===== config.mk =====
export PLATFORM = sky130hd
export DESIGN_NAME = ps2_mouse_master_ext
export DESIGN_NICKNAME = d
export VERILOG_FILES = /design/src/rtl/ps2_mouse_master_ext.sv
export SDC_FILE = /design/constraint.sdc
export NUM_CORES = 1
export LEC_CHECK = 0
export BUFFER_PORTS_ARGS = -buffer_cell sky130_fd_sc_hd__buf_2
export CAP_MARGIN = 20
export CELL_PAD_IN_SITES_DETAIL_PLACEMENT = 0
export CELL_PAD_IN_SITES_GLOBAL_PLACEMENT = 1
export CORE_MARGIN = 5
export CORE_UTILIZATION = 40
export CTS_BUF_LIST = sky130_fd_sc_hd__clkbuf_8
export CTS_CLUSTER_SIZE = 24
export DETAILED_ROUTE_END_ITERATION = 10
export GPL_TIMING_DRIVEN = 0
export PLACE_DENSITY_LB_ADDON = 0.1
export SLEW_MARGIN = 0
export SYNTH_ARGS = -nofsm -noshare
export SYNTH_HDL_FRONTEND = slang
export SYNTH_SLANG_ARGS = --single-unit

===== constraint.sdc =====
create_clock -name CLK -period 4.9 [get_ports CLK]
set_clock_uncertainty 0.05 [all_clocks]
set_input_delay 0 -clock CLK [delete_from_list [all_inputs] [get_ports CLK]]
set_output_delay 0 -clock CLK [all_outputs]
set_load 0.02 [all_outputs]

===== src/rtl/ps2_mouse_master_ext.sv =====
// ps2_mouse_master_ext: host-side PS/2 mouse master with init retries, watchdog and packet assembly
module ps2_mouse_master_ext #(
  parameter int STARTUP_CYCLES = 1000000,
  parameter int RESP_TIMEOUT   = 2000000,
  parameter int MAX_RETRIES    = 3,
  parameter bit WHEEL_EN       = 1'b1
) (
  input  logic       CLK,
  input  logic       RESET_N,
  output logic       SEND_BYTE,
  output logic [7:0] BYTE_TO_SEND,
  input  logic       BYTE_SENT,
  output logic       READ_ENABLE,
  input  logic [7:0] BYTE_READ,
  input  logic [1:0] BYTE_ERROR_CODE,
  input  logic       BYTE_READY,
  output logic [7:0] MOUSE_STATUS,
  output logic [7:0] MOUSE_DX,
  output logic [7:0] MOUSE_DY,
  output logic [7:0] MOUSE_DZ,
  output logic       WHEEL_MODE,
  output logic       SEND_INTERRUPT,
  output logic       INIT_FAIL,
  output logic [4:0] MASTER_STATE
);
  localparam int CMAX = STARTUP_CYCLES > RESP_TIMEOUT ? STARTUP_CYCLES : RESP_TIMEOUT;
  localparam int CW = $clog2(CMAX + 1);
  typedef enum logic [4:0] {WAIT_PWR = 5'd0, TX = 5'd1, RX = 5'd2, STREAM = 5'd3, FAIL = 5'h1F} state_t;
  state_t state, state_n;
  logic [4:0] step, step_n, step_adv;
  logic [CW-1:0] cnt, cnt_n;
  logic [3:0] att, att_n;
  logic [1:0] idx;
  logic [7:0] sh0, sh1, sh2, tx_q, op_b;
  logic [9:0] op_nx;
  logic op_tx, op_id, rx_ok, rx_val, to_resp, last, fail;
  // init script entry: {is_tx, is_id_reply, byte}; unlisted steps expect an FA ack
  function automatic logic [9:0] op(input logic [4:0] s);
    case (s)
      5'd0:                op = {2'b10, 8'hFF};
      5'd2:                op = {2'b00, 8'hAA};
      5'd3:                op = {2'b00, 8'h00};
      5'd4, 5'd8, 5'd12:   op = {2'b10, 8'hF3};
      5'd6:                op = {2'b10, 8'hC8};
      5'd10:               op = {2'b10, 8'h64};
      5'd14:               op = {2'b10, 8'h50};
      5'd16:               op = {2'b10, 8'hF2};
      5'd18:               op = {2'b01, 8'h00};
      5'd19:               op = {2'b10, 8'hF4};
      default:             op = {2'b00, 8'hFA};
    endcase
  endfunction
  assign {op_tx, op_id, op_b} = op(step);
  assign step_adv = (step == 5'd3 && !WHEEL_EN) ? 5'd19 : step + 5'd1;
  assign op_nx = op(step_adv);
  assign to_resp = cnt == CW'(RESP_TIMEOUT);
  assign rx_ok = BYTE_READY && BYTE_ERROR_CODE == 2'b00;
  assign rx_val = op_id ? (BYTE_READ == 8'h03 || BYTE_READ == 8'h00) : BYTE_READ == op_b;
  assign last = idx == (WHEEL_MODE ? 2'd3 : 2'd2);
  always_ff @(posedge CLK or negedge RESET_N) begin
    if (!RESET_N) begin
      state <= WAIT_PWR;
      step  <= '0;
      cnt   <= '0;
      att   <= '0;
    end else begin
      state <= state_n;
      step  <= step_n;
      cnt   <= cnt_n;
      att   <= att_n;
    end
  end
  always_comb begin
    state_n = state;
    step_n = step;
    att_n = att;
    fail = 1'b0;
    if (state == WAIT_PWR) begin
      if (cnt == CW'(STARTUP_CYCLES)) begin
        state_n = TX;
        step_n = '0;
      end
    end else if (state == TX || state == RX) begin
      if (state == TX ? BYTE_SENT : BYTE_READY) begin
        if (state == TX || (rx_ok && rx_val)) begin
          step_n = step_adv;
          state_n = step == 5'd20 ? STREAM : op_nx[9] ? TX : RX;
          att_n = step == 5'd20 ? 4'd0 : att;
        end else fail = 1'b1;
      end else if (to_resp) fail = 1'b1;
    end else if (state == STREAM && BYTE_READY && BYTE_ERROR_CODE != 2'b00) begin
      state_n = WAIT_PWR;
      att_n = '0;
    end
    if (fail) begin
      att_n = att + 4'd1;
      state_n = att + 4'd1 == 4'(MAX_RETRIES) ? FAIL : WAIT_PWR;
    end
    // watchdog restarts on every transition; in STREAM it only runs mid-packet
    cnt_n = (state_n != state || step_n != step) ? '0 :
            state == FAIL ? cnt :
            (state == STREAM && (idx == 2'd0 || BYTE_READY || to_resp)) ? '0 : cnt + 1'b1;
  end
  always_comb begin
    SEND_BYTE = state == TX && cnt == '0;
    BYTE_TO_SEND = state == TX ? op_b : tx_q;
    READ_ENABLE = state == RX || state == STREAM;
    INIT_FAIL = state == FAIL;
    MASTER_STATE = state;
  end
  always_ff @(posedge CLK or negedge RESET_N) begin
    if (!RESET_N) begin
      {sh0, sh1, sh2, tx_q} <= '0;
      {MOUSE_STATUS, MOUSE_DX, MOUSE_DY, MOUSE_DZ} <= '0;
      idx <= '0;
      WHEEL_MODE <= 1'b0;
      SEND_INTERRUPT <= 1'b0;
    end else begin
      SEND_INTERRUPT <= 1'b0;
      if (state == TX) tx_q <= op_b;
      if (state == RX && op_id && rx_ok && rx_val) WHEEL_MODE <= BYTE_READ == 8'h03;
      if (state != STREAM) idx <= '0;
      else if (rx_ok) begin
        if (idx == 2'd0) begin
          if (BYTE_READ[3]) begin
            sh0 <= BYTE_READ;
            idx <= 2'd1;
          end
        end else if (last) begin
          MOUSE_STATUS <= sh0;
          MOUSE_DX <= sh1;
          MOUSE_DY <= WHEEL_MODE ? sh2 : BYTE_READ;
          MOUSE_DZ <= WHEEL_MODE ? BYTE_READ : 8'h00;
          SEND_INTERRUPT <= 1'b1;
          idx <= '0;
        end else begin
          if (idx == 2'd1) sh1 <= BYTE_READ;
          else sh2 <= BYTE_READ;
          idx <= idx + 2'd1;
        end
      end else if (BYTE_READY || (idx != 2'd0 && to_resp)) idx <= '0;
    end
  end
endmodule


* Yosys cells after proc, flatten, opt, wreduce, memory -nomap -nowiden
Memory sizes are Yosys's and may differ from the RTL's.
Cells that the tools add are included.
** Storage, ports and cells
- Memories kept :: 2
- Flip-flop bits (word level) :: 103
- Memory bits (read-only) :: 640
** Memories
- (no name shown) :: words 32, width 10, read ports 1, clocked after Yosys merged registers in 0, wr ports 0, RTL line 39 : case (s)
- (no name shown) :: words 32, width 10, read ports 1, clocked after Yosys merged registers in 0, wr ports 0, RTL line 39
** Cells by class
- Add/subtract/negate cells :: 4
- Multiplexer cells :: 46
- Equality and inequality tests :: 21
- Reductions and logical operators :: 33
- Bitwise logic cells :: 4
** Operator list (count)
- two-way mux 5 bit :: 13
- two-way mux 21 bit :: 3
- two-way mux 4 bit :: 7
- two-way mux 8 bit :: 3
- adder 21 x 1 -> 21 bit (second input constant) :: 1
- equality test 21 x 20 -> 1 bit (second input constant) :: 1
- equality test 21 bit (second input constant) :: 1
- logical NOT 21 bit :: 1
- two-way mux 2 bit :: 8
- AND reduction 5 bit :: 3
- two-way mux 1 bit :: 12
- equality test 5 x 2 -> 1 bit (second input constant) :: 2
- equality test 5 bit (second input constant) :: 2
- logical AND 1 bit :: 10
- inequality test 5 bit :: 2
- inequality test 3 x 2 -> 1 bit (second input constant) :: 3
- equality test 8 x 2 -> 1 bit (second input constant) :: 1
- equality test 8 bit :: 1
- logical NOT 8 bit :: 1
- logical OR 1 bit :: 8
- AND reduction 4 bit :: 2
- nonzero test 3 bit :: 2
- adder 5 x 1 -> 5 bit (second input constant) :: 1
- equality test 5 x 1 -> 1 bit (second input constant) :: 1
- 14 further kinds :: 19

* Logic depth before layout (Yosys ltp)
Gate-level depths: netlist of run 1.
- Depth in word-level cells :: 13
- Gate-level depth with buffers :: 13
- Depth with buffers taken out :: 10

* Least setup slack after synthesis of run 1
No wires, ideal clock.
- Path kind :: register to register
- Start :: register step[0]
- End :: register cnt[0]
- Path slack :: 1.665 ns
- Stages on the path, launching flop included :: 14
- Buffers on the path :: 3
- Arrival :: 3.060 ns
- Library setup time :: 0.125 ns
- Required time :: 4.725 ns
- Period minus slack after synthesis :: 3.235 ns
- Cells stage by stage :: dfrtp_1 > clkbuf_1 > inv_1 > ha_1 > and4bb_2 > or3_1 > a22oi_2 > nand4_2 > o21a_1 > buf_6 > a31o_2 > o31ai_4 > buf_6 > nor4_1
** On the way
- Cells in the longest elaborated chain, start to end :: 13
** RTL lines
- start: declaration :: RTL line 30 : logic [4:0] step, step_n, step_adv;
- start signal: assignment :: RTL line 68 : step <= step_n;
- branches (longest 11 deep; another with memory read (32 x 10 bit))
- logical OR 1 bit (*) :: RTL line 100 : cnt_n = (state_n != state || step_n != step) ? '0 :
- inequality test 2 x 1 -> 1 bit (no source line) or two-way mux 21 bit (tied branches)
- end signal: assignment :: RTL line 69 : cnt <= cnt_n;
- end: declaration :: RTL line 31 : logic [CW-1:0] cnt, cnt_n;
Mark *: on every way between the ends.
A chain may end at the register's enable or synchronous reset.

* Worst setup path in the final report of run 1
- Start :: register step[0]
- End :: register cnt[5]
Same word-level chain as after synthesis.

==> results of run 1 <==
-- sequential cells by signal, summed over array words and instances, names as in the netlist, 2 cells and up --
| signal | count |
|---|---|
| MOUSE_STATUS | 8 |
| att | 4 |
| step | 5 |
| idx | 2 |
| sh1 | 8 |
| MASTER_STATE | 5 |
| MOUSE_DZ | 8 |
| sh2 | 8 |
| MOUSE_DY | 8 |
| tx_q | 8 |
| sh0 | 8 |
| cnt | 21 |
| MOUSE_DX | 8 |
-- cells in the mapped netlist (all sizes together) (2+ instances only) --
cell    count  area [um^2]
or2         4         25.0
ha         13          163
nor2b       4         25.0
clkbuf     19         75.1
nand3b      2         15.0
a21o        2         15.0
nor3b       2         15.0
o21a        2         15.0
mux2i      13          130
a221oi      3         32.5
o31ai       2         28.8
or3         4         30.0
dfrtp     103         2580
nand2     106          398
mux2       31          349
nand2b      7         43.8
inv        13         48.8
xnor2      19          166
o21ai      48          240
a31o        2         17.5
nor4       26          169
buf        13         87.6
a211oi      2         15.0
nand3      20          100
a21boi      2         15.0
nor3       14         70.1
xor2       13          114
o21bai      2         15.0
nand4      11         75.1
and3        6         37.5
o2111a      2         22.5
and2        2         12.5
or4         2         15.0
nor2       32          120
a21oi      12         60.1
nor4b       7         76.3
-- path summary, 6_finish.rpt --
path / endpoint / slack (ns) / depth (start not counted)
worst max-delay path: cnt[5] / 0.97 / 12
worst min-delay path: MOUSE_DZ[3] / 0.05 / 3
worst max register to register: cnt[5] / 0.97 / 12
worst min register to register: MOUSE_DX[5] / 0.42 / 2
max in group asynchronous: sh1[4] / 3.99 / 3
min in group asynchronous: tx_q[7] / 0.09 / 2
-- logic make-up after synthesis --
logic type               Yosys count  synth area share, %
flip-flops                       103                 46.2
multiplexers                      44                 8.60
AO/OA/AOI/OAI                     88                 10.3
XOR/XNOR                          32                 5.03
AND/OR/NAND/NOR                  255                 23.0
buffers and inverters             46                 3.86
adder cells (fa/ha/maj)           13                 2.92
-- worst max-delay path, cell delays in order, from the launching register on --
cell and delay, ns:
dfrtp_1 0.41, clkbuf_1 0.31, inv_1 0.18, ha_1 0.34, mux2_2 0.30, a211oi_1 0.47, xnor2_1 0.23, nand3_1 0.14
nor4_2 0.48, nor2_1 0.25, o211ai_1 0.22, buf_2 0.30, nor4_1 0.09
-- where the power goes --
group | internal [mW] | switching [mW] | total [mW]
sequential | 0.936 | 0.0694 | 1.01
combinational | 0.238 | 0.415 | 0.653
clock | 0.228 | 0.288 | 0.516
total | 1.40 | 0.772 | 2.17
-- through the flow --
step	cell area, um^2	power [mW]	hold slack, ns	instances
floorplan	5570	1.46	-0.346	581
global placement	6100	1.66	0.286	821
detailed placement	6130	1.68	-0.0186	822
CTS	6390	2.21	0.0571	844
global route	6390	2.31	0.112	844
finish	6390	2.17	0.0504	844
-- layer usage --
layer | up-vias | global-route usage (%) | wire, um
li1 | 2205 | - | -
met1 | 2172 | 23.3 | 6560
met2 | 105 | 29.8 | 6770
met3 | 15 | 2.88 | 641
met4 | 0 | 6.80 | 211
met5 | - | 0 | 0
-- layout make-up --
cell class	count	area (um^2)	share of cell area (%)
clock inverters	5	52.6	0.823
well taps	180	225	3.53
repair buffers	69	410	6.43
clock buffers	9	124	1.94
flip-flops and latches	103	2580	40.4
multi-input cells	432	2780	43.6
plain buffers	32	163	2.55
inverters	14	52.6	0.823
-- cells in the final DEF (no fill, tap or decap), drive strengths merged, types with 12 or more instances in the layout --
master,count
nand2,106
dfrtp,103
buf,74
o21ai,48
nor2,32
mux2,31
clkbuf,28
nor4,26
nand3,20
xnor2,19
inv,14
nor3,14
mux2i,13
xor2,13
ha,13
a21oi,12
==> impl_metrics.tcl, run 1 <==
set metrics [dict create \
    hold_viol_final 0 \
    setup_viol 0 \
    min_period_ns 3.93 \
    yosysWarnings 0 \
    via_count 4497 \
    drive_gt1_share_pct 20.2 \
    p_leak_nw 3.03 \
    syn_to_final_growth_pct 14.6 \
    grt_pass1_vias 4447 \
    fmax_mhz 255 \
    ios 64 \
    cts_hold_buffers 8 \
    cts-resized-gates 0 \
    die_area_um2 16400 \
    async_flop_share_pct 100 \
    clockBufferDepth 2 \
    syn_inst 581 \
    cts_inserted_buffers 9 \
    cts_sinks 103 \
    drt_wl_total_um 14200 \
    relSlewSlack_pct 34.2 \
    syn_nets 608 \
    ant_nets 0 \
    fin_crit_sh_pct 80.1 \
    power-per-cell-area_nw_per_um2 340 \
    die_w_um 128 \
    peakVddDrop_mv 0.217 \
    maxSlewViolCount 0 \
    synth_cell_types 65 \
    clkTransAtPathRegs_ns 0.10 \
    grtUsageTotal_pct 17.9 \
    post-place-ws_ns 1.01 \
    hp-start "BYTE_READ[3]" \
    drc 0 \
    postSynthAreaPerCell_um2 9.59 \
    antenna_cells 0 \
    arrival_ns 4.11 \
    final_nets 688 \
    outcome "finished, final reports clean" \
    synth_area_um2 5570 \
    utilization_pct 46.4 \
    first_pass_iters 4 \
    cts_tree "done" \
    synth-edff-count 0 \
    worstSetupStartpointType "register" \
    end_kind "register" \
    clk-insertion-delay-late_ns 0.38 \
    dpl.hpwl_um 10400 \
    post_cts_buffers 0 \
    ys_ff_latch 103 \
    gp_congestion 0.861 \
    drt_iter0_drc 274 \
    hp-class "in2reg" \
    worstMarginPinSlew_ns 0.979 \
    ys_seq_area_share_pct 46.2 \
    start_util_pct 40.5 \
    crit_type "reg2reg" \
    maxCapViolations 0 \
    die_y_um 128 \
    nFillCells 1375 \
    wl_per_cell_um 16.8 \
    antenna_found_initial 0 \
    cp-startpoint "step[0]" \
    synth_flop_cell "dfrtp_1" \
    path_max_fanout 10 \
    clock-root-buffer "clkbuf_8" \
    grt_pass1_wl_um 23000 \
    portBuffers 60 \
    timing.final.ws_setup_ns 0.973 \
    rows 43 \
    tns_ns 0 \
    core_um2 13800 \
    viasPerCell 5.33 \
    cp_data_required_time_ns 5.09 \
    grt_max_degree 65 \
    r2r_start "step[0]" \
    rsz0062_at_grt "false" \
    htreeDepth 3 \
    grt-ovfl-total 0 \
]
No activity file was read; power rests on OpenSTA's default activity.
==> inputs of run 2 (changes only) <==
==> constraint.sdc (replaced) <==
create_clock -name CLK -period 3.2 [get_ports CLK]
set_clock_uncertainty 0.05 [all_clocks]
set_input_delay 0 -clock CLK [delete_from_list [all_inputs] [get_ports CLK]]
set_output_delay 0 -clock CLK [all_outputs]
set_load 0.02 [all_outputs]
==> run 2 against run 1 <==
Net effect: the flow now finishes with violations (negative setup slack); sequential share of layout area fell by 3.5 points; core utilization up 4.5 points; die area stayed put; sequential power is 52% higher; routed wire length rose by 6.3%; fmax rose by 20%; via count grew 3.4%; combinational power increased by 94%; setup slack worse by 1.0 ns; first-iteration DRC count increased by 20%; clock-buffer cell count unchanged; critical path depth rose by 3; critical path type unchanged; critical endpoint is now cnt[6].
==> impl_metrics.tcl, run 2 (same netlist as run 1, synthesis figures left out) <==
set metrics [dict create \
    die_w_um 128 \
    worstMarginPinSlew_ns 1.06 \
    layout_commonest_cell "nand2_1" \
    cts_inserted_buffers 9 \
    clock-root-buffer "clkbuf_8" \
    fmax_mhz 307 \
    clk-insertion-delay-late_ns 0.38 \
    syn_to_final_growth_pct 25.6 \
    fin_crit_sh_pct 102 \
    ant_nets 0 \
    maxSlewViolCount 0 \
    rr_worst_depth 15 \
    dpl.hpwl_um 10300 \
    timing.final.ws_setup_ns -0.0602 \
    die_area_um2 16400 \
    peakVddDrop_mv 0.287 \
    clkTransAtPathRegs_ns 0.10 \
    clockBufferDepth 2 \
    start_util_pct 40.5 \
    ios 64 \
    violations "negative setup slack" \
    drt_iter0_drc 329 \
    rsz0062_at_grt "true" \
    r2r_start "step[0]" \
    grt-ovfl-total 0 \
    antenna_found_initial 0 \
    worstSetupStartpointType "register" \
    min_period_ns 3.26 \
    drive_gt1_share_pct 28.4 \
    wl_per_cell_um 17.3 \
    crit_type "reg2reg" \
    dp_cells 822 \
    reg2reg_setup_slack_ns -0.06 \
    drt_wl_total_um 15100 \
    grt_pass1_wl_um 23500 \
    crit_path_end "cnt[6]" \
    hp-class "in2reg" \
    maxCapViolations 0 \
    setup_viol 21 \
    first_pass_iters 5 \
    drc 0 \
    rows 43 \
    final_cells 871 \
    grtUsageTotal_pct 18.2 \
    arrival_ns 3.48 \
    largest_reg_flops 21 \
    gp_congestion 0.855 \
    layout_common_cells "nand2_1, dfrtp_1, buf_2, o21ai_0" \
    outcome "complete, but fails checks" \
    portBuffers 60 \
    end_kind "register" \
    cp-startpoint "step[0]" \
    grt_pass1_vias 4398 \
    cp_data_required_time_ns 3.42 \
    core_um2 13800 \
    finalPower_mw 3.74 \
    grt_max_degree 70 \
    die_y_um 128 \
    viasPerCell 5.34 \
    antenna_cells 0 \
    utilization_pct 50.8 \
    p_leak_nw 3.25 \
    top_register "cnt" \
    cts_sinks 103 \
    cts_tree "done" \
    final_nets 713 \
    path_max_fanout 8 \
    tns_ns -0.836 \
    post-place-ws_ns -0.510 \
    relSlewSlack_pct 29.1 \
    hold_viol_final 0 \
    htreeDepth 3 \
    r2r_end "cnt[6]" \
    via_count 4649 \
    power-per-cell-area_nw_per_um2 534 \
]
[run 2: cell count changes in the layout (fill, tap and decap cells not counted), moves of 4 or more]
cell | before | now
buf_4 | 3 | 22
nor4_1 | 25 | 15
buf_6 | 3 | 10
nor4_2 | 1 | 7
nor4_4 | 0 | 4
nor4b_1 | 6 | 2
[run 2: worst min path at each step]
stage                            to          from  depth (start not counted)
floorplan           MASTER_STATE[0]       RESET_N                          0
CTS                      WHEEL_MODE  BYTE_READ[0]                          3
finish                   WHEEL_MODE  BYTE_READ[0]                          3
detailed placement  MOUSE_STATUS[7]       RESET_N                          1
global route                 sh2[0]  BYTE_READ[0]                          2
global placement        MOUSE_DZ[6]  BYTE_READ[6]                          3
[run 2: power by group]
group	switching (mW)	internal, mW
sequential	0.105	1.43
clock	0.483	0.445
combinational	0.755	0.520
[run 2: layout make-up]
cell class | count | area [um^2]
fillers | 1322 | 6770
multi-input cells | 432 | 3090
flip-flops and latches | 103 | 2580
repair buffers | 94 | 623
well taps | 180 | 225
plain buffers | 32 | 208
clock buffers | 9 | 124
clock inverters | 7 | 95.1
inverters | 14 | 56.3
[run 2: routing by layer]
metal	track usage (%)	routed length (um)	up-vias
li1	-	-	2248
met1	25.3	7060	2286
met2	29.2	7140	96
met3	2.96	636	19
met4	5.99	235	0
met5	0	0	-
[run 2: critical path: stages, from the launching register on]
cell	delay (ns)
dfrtp_1	0.40
buf_8	0.13
clkinvlp_4	0.15
ha_4	0.22
and4bb_2	0.24
or3_1	0.33
a22oi_2	0.24
nand4_4	0.15
buf_4	0.18
nor4_4	0.28
buf_6	0.18
nor2_4	0.07
o211ai_1	0.10
buf_4	0.19
buf_4	0.18
nor4_4	0.06
[run 2: what timing repair did]
action | CTS | global route
pin swaps | 6 | 11
endpoints found under the setup margin | 31 | 31
buffers inserted | 7 | 13
cloned | 2 | 3
hold buffers | 8 | 0
endpoints found under the hold margin | 131 | 0
resized for setup | 31 | 43
[run 2: through the flow]
stage          hold WS (ns)  instance area, um^2
6_report            0.00859                 7000
5_1_grt              0.0366                 7000
4_1_cts              0.0141                 6660
3_5_place_dp        -0.0494                 6130
3_3_place_gp          0.288                 6100
2_1_floorplan        -0.346                 5580
==> inputs of run 3 (changes only) <==
--- a/config.mk
+++ b/config.mk
@@ -12,9 +12,9 @@
 export CORE_MARGIN = 5
 export CORE_UTILIZATION = 40
 export CTS_BUF_LIST = sky130_fd_sc_hd__clkbuf_8
-export CTS_CLUSTER_SIZE = 24
 export DETAILED_ROUTE_END_ITERATION = 10
 export GPL_TIMING_DRIVEN = 0
+export HOLD_SLACK_MARGIN = 0.02
 export PLACE_DENSITY_LB_ADDON = 0.1
 export SLEW_MARGIN = 0
 export SYNTH_ARGS = -nofsm -noshare
==> run 3 against run 2 <==
Net effect: the flow still finishes with violations (negative setup slack); fmax shrank 0.12%; sequential share of layout area is the same; via count down 0.49%; clock-buffer cell count unchanged; flip-flop and latch count stayed put; clock power about the same; setup slack worse by 0.0040 ns; final cell count unchanged; critical path depth unchanged; non-clock buffer count stayed put; cell area did not move; global-route usage barely moved; largest cell class unchanged; largest power group unchanged; highest routed layer unchanged.
==> impl_metrics.tcl, run 3 (same netlist as run 1, synthesis figures left out) <==
set metrics [dict create \
    final_nets 713 \
    maxSlewViolCount 0 \
    rows 43 \
    clock-root-buffer "clkbuf_8" \
    wl_per_cell_um 17.2 \
    crit_type "reg2reg" \
    setup_viol 21 \
    p_leak_nw 3.25 \
    path_delay_family "simple AND/OR/NAND/NOR gates" \
    viasPerCell 5.31 \
    gp_congestion 0.855 \
    cts_inserted_buffers 9 \
    first_pass_iters 5 \
    antenna_found_initial 0 \
    cp-startpoint "step[0]" \
    grt_pass1_vias 4399 \
    die_y_um 128 \
    p_clk_share_pct 24.8 \
    drc 0 \
    start_util_pct 40.5 \
    tns_ns -0.862 \
    htreeDepth 3 \
    relSlewSlack_pct 28.9 \
    r2r_start "step[0]" \
    internal_power_mw 2.40 \
    ant_nets 0 \
    cpPeakStageDelay_ns 0.40 \
    via_count 4626 \
    min_period_ns 3.26 \
    finalPower_mw 3.73 \
    fin_crit_sh_pct 102 \
    grt_max_degree 70 \
    crit_buf_inv 6 \
    path_max_fanout 8 \
    rsz0062_at_grt "true" \
    cpMostUsedCell "buf_4" \
    maxCapViolations 0 \
    die_area_um2 16400 \
    outcome "complete, but fails checks" \
    seqPwrFrac_pct 41.2 \
    hold_viol_final 0 \
    dpl.hpwl_um 10300 \
    clkTransAtPathRegs_ns 0.10 \
    drive_gt1_share_pct 28.4 \
    ios 64 \
    netSwitchingPower_mw 1.33 \
    syn_to_final_growth_pct 25.6 \
    hp-start "BYTE_READ[0]" \
    clockBufferDepth 2 \
    cp_data_required_time_ns 3.42 \
    portBuffers 60 \
    cts_sinks 103 \
    worstSetupStartpointType "register" \
    arrival_ns 3.48 \
    grt_pass1_wl_um 23500 \
    clk-insertion-delay-late_ns 0.38 \
    antenna_cells 0 \
    crit_slowest_cell "dfrtp_1" \
    top_register "cnt" \
    layout_common_cells "nand2_1, dfrtp_1, buf_2, o21ai_0" \
    hp-class "in2reg" \
    reg2reg_setup_slack_ns -0.06 \
    worstMarginPinSlew_ns 1.06 \
    p_comb_share_pct 34.0 \
    timing.final.ws_setup_ns -0.0643 \
    fmax_mhz 306 \
    layout_commonest_cell "nand2_1" \
    drt_iter0_drc 297 \
    largest_reg_flops 21 \
    core_um2 13800 \
    peakVddDrop_mv 0.287 \
    drt_wl_total_um 15000 \
    cts_tree "done" \
    grt-ovfl-total 0 \
    power-per-cell-area_nw_per_um2 533 \
    grtUsageTotal_pct 18.2 \
    die_w_um 128 \
    end_kind "register" \
    netSwitchingFraction_pct 35.7 \
    violations "negative setup slack" \
    crit_chain "buf_8, clkinvlp_4, ha_4, and4bb_2, or3_1, a22oi_2, nand4_4, buf_4, nor4_4, buf_6, nor2_4, o211ai_1, buf_4, buf_4, nor4_4" \
]
==> run 3: cell counts in the layout (fill, tap and decap cells not counted) <==
Identical to the previous run, type by type.
==> run 3: final cells by class <==
cell class | count | area, um^2
plain buffers | 32 | 208
flip-flops and latches | 103 | 2580
clock inverters | 7 | 95.1
clock buffers | 9 | 124
well taps | 180 | 225
fillers | 1322 | 6770
multi-input cells | 432 | 3090
repair buffers | 94 | 623
inverters | 14 | 56.3
==> run 3: metal layers <==
layer	wire length, um	share of wire [%]	global-route usage [%]
met3	652	4.3	2.96
met4	208	1.4	5.99
met1	7020	47	25.4
met2	7130	48	29.1
met5	0	0	0
==> run 3: through the flow <==
step                utilization, %  cells  hold WS [ns]  setup WS (ns)  area, um^2
floorplan                        -    581        -0.346         0.0760        5580
global placement              44.3    821         0.288         -0.505        6100
detailed placement            44.5    822       -0.0494         -0.510        6130
CTS                           48.3    855        0.0225      -0.000290        6660
global route                  50.8    871        0.0147         -0.165        7000
finish                        50.8    871        0.0345        -0.0643        7000
==> run 3: worst reg2reg max path, cell delays in order (launching register included) <==
cell	delay (ns)
dfrtp_1	0.40
buf_8	0.13
clkinvlp_4	0.15
ha_4	0.22
and4bb_2	0.24
or3_1	0.33
a22oi_2	0.24
nand4_4	0.15
buf_4	0.18
nor4_4	0.28
buf_6	0.18
nor2_4	0.07
o211ai_1	0.10
buf_4	0.19
buf_4	0.18
nor4_4	0.06
==> run 3: power groups by stage <==
stage                     Clock (mW)  Combinational, mW  Sequential (mW)
after floorplan                    0              0.657             1.58
after global placement             0              0.980             1.56
after detailed placement           0               1.00             1.57
after CTS                      0.954               1.10             1.54
after global routing            1.00               1.38             1.56
final                          0.925               1.27             1.54
==> run 3: final timing paths <==
path	endpoint	cells after the start
setup / recovery	cnt[6]	15
hold / removal	sh2[0]	2
setup reg to reg	cnt[6]	15
hold reg to reg	MOUSE_STATUS[3]	2
max in group asynchronous	cnt[11]	3
min in group asynchronous	MOUSE_STATUS[3]	2
==> run 3: what timing repair did <==
item / 4_1_cts / 5_1_grt
hold buffers: 8 / 0
endpoints found under the hold margin: 132 / 0
endpoints found under the setup margin: 31 / 31
pin swaps: 6 / 11
gates resized for setup: 31 / 43
buffers inserted: 7 / 13
gates cloned: 2 / 3
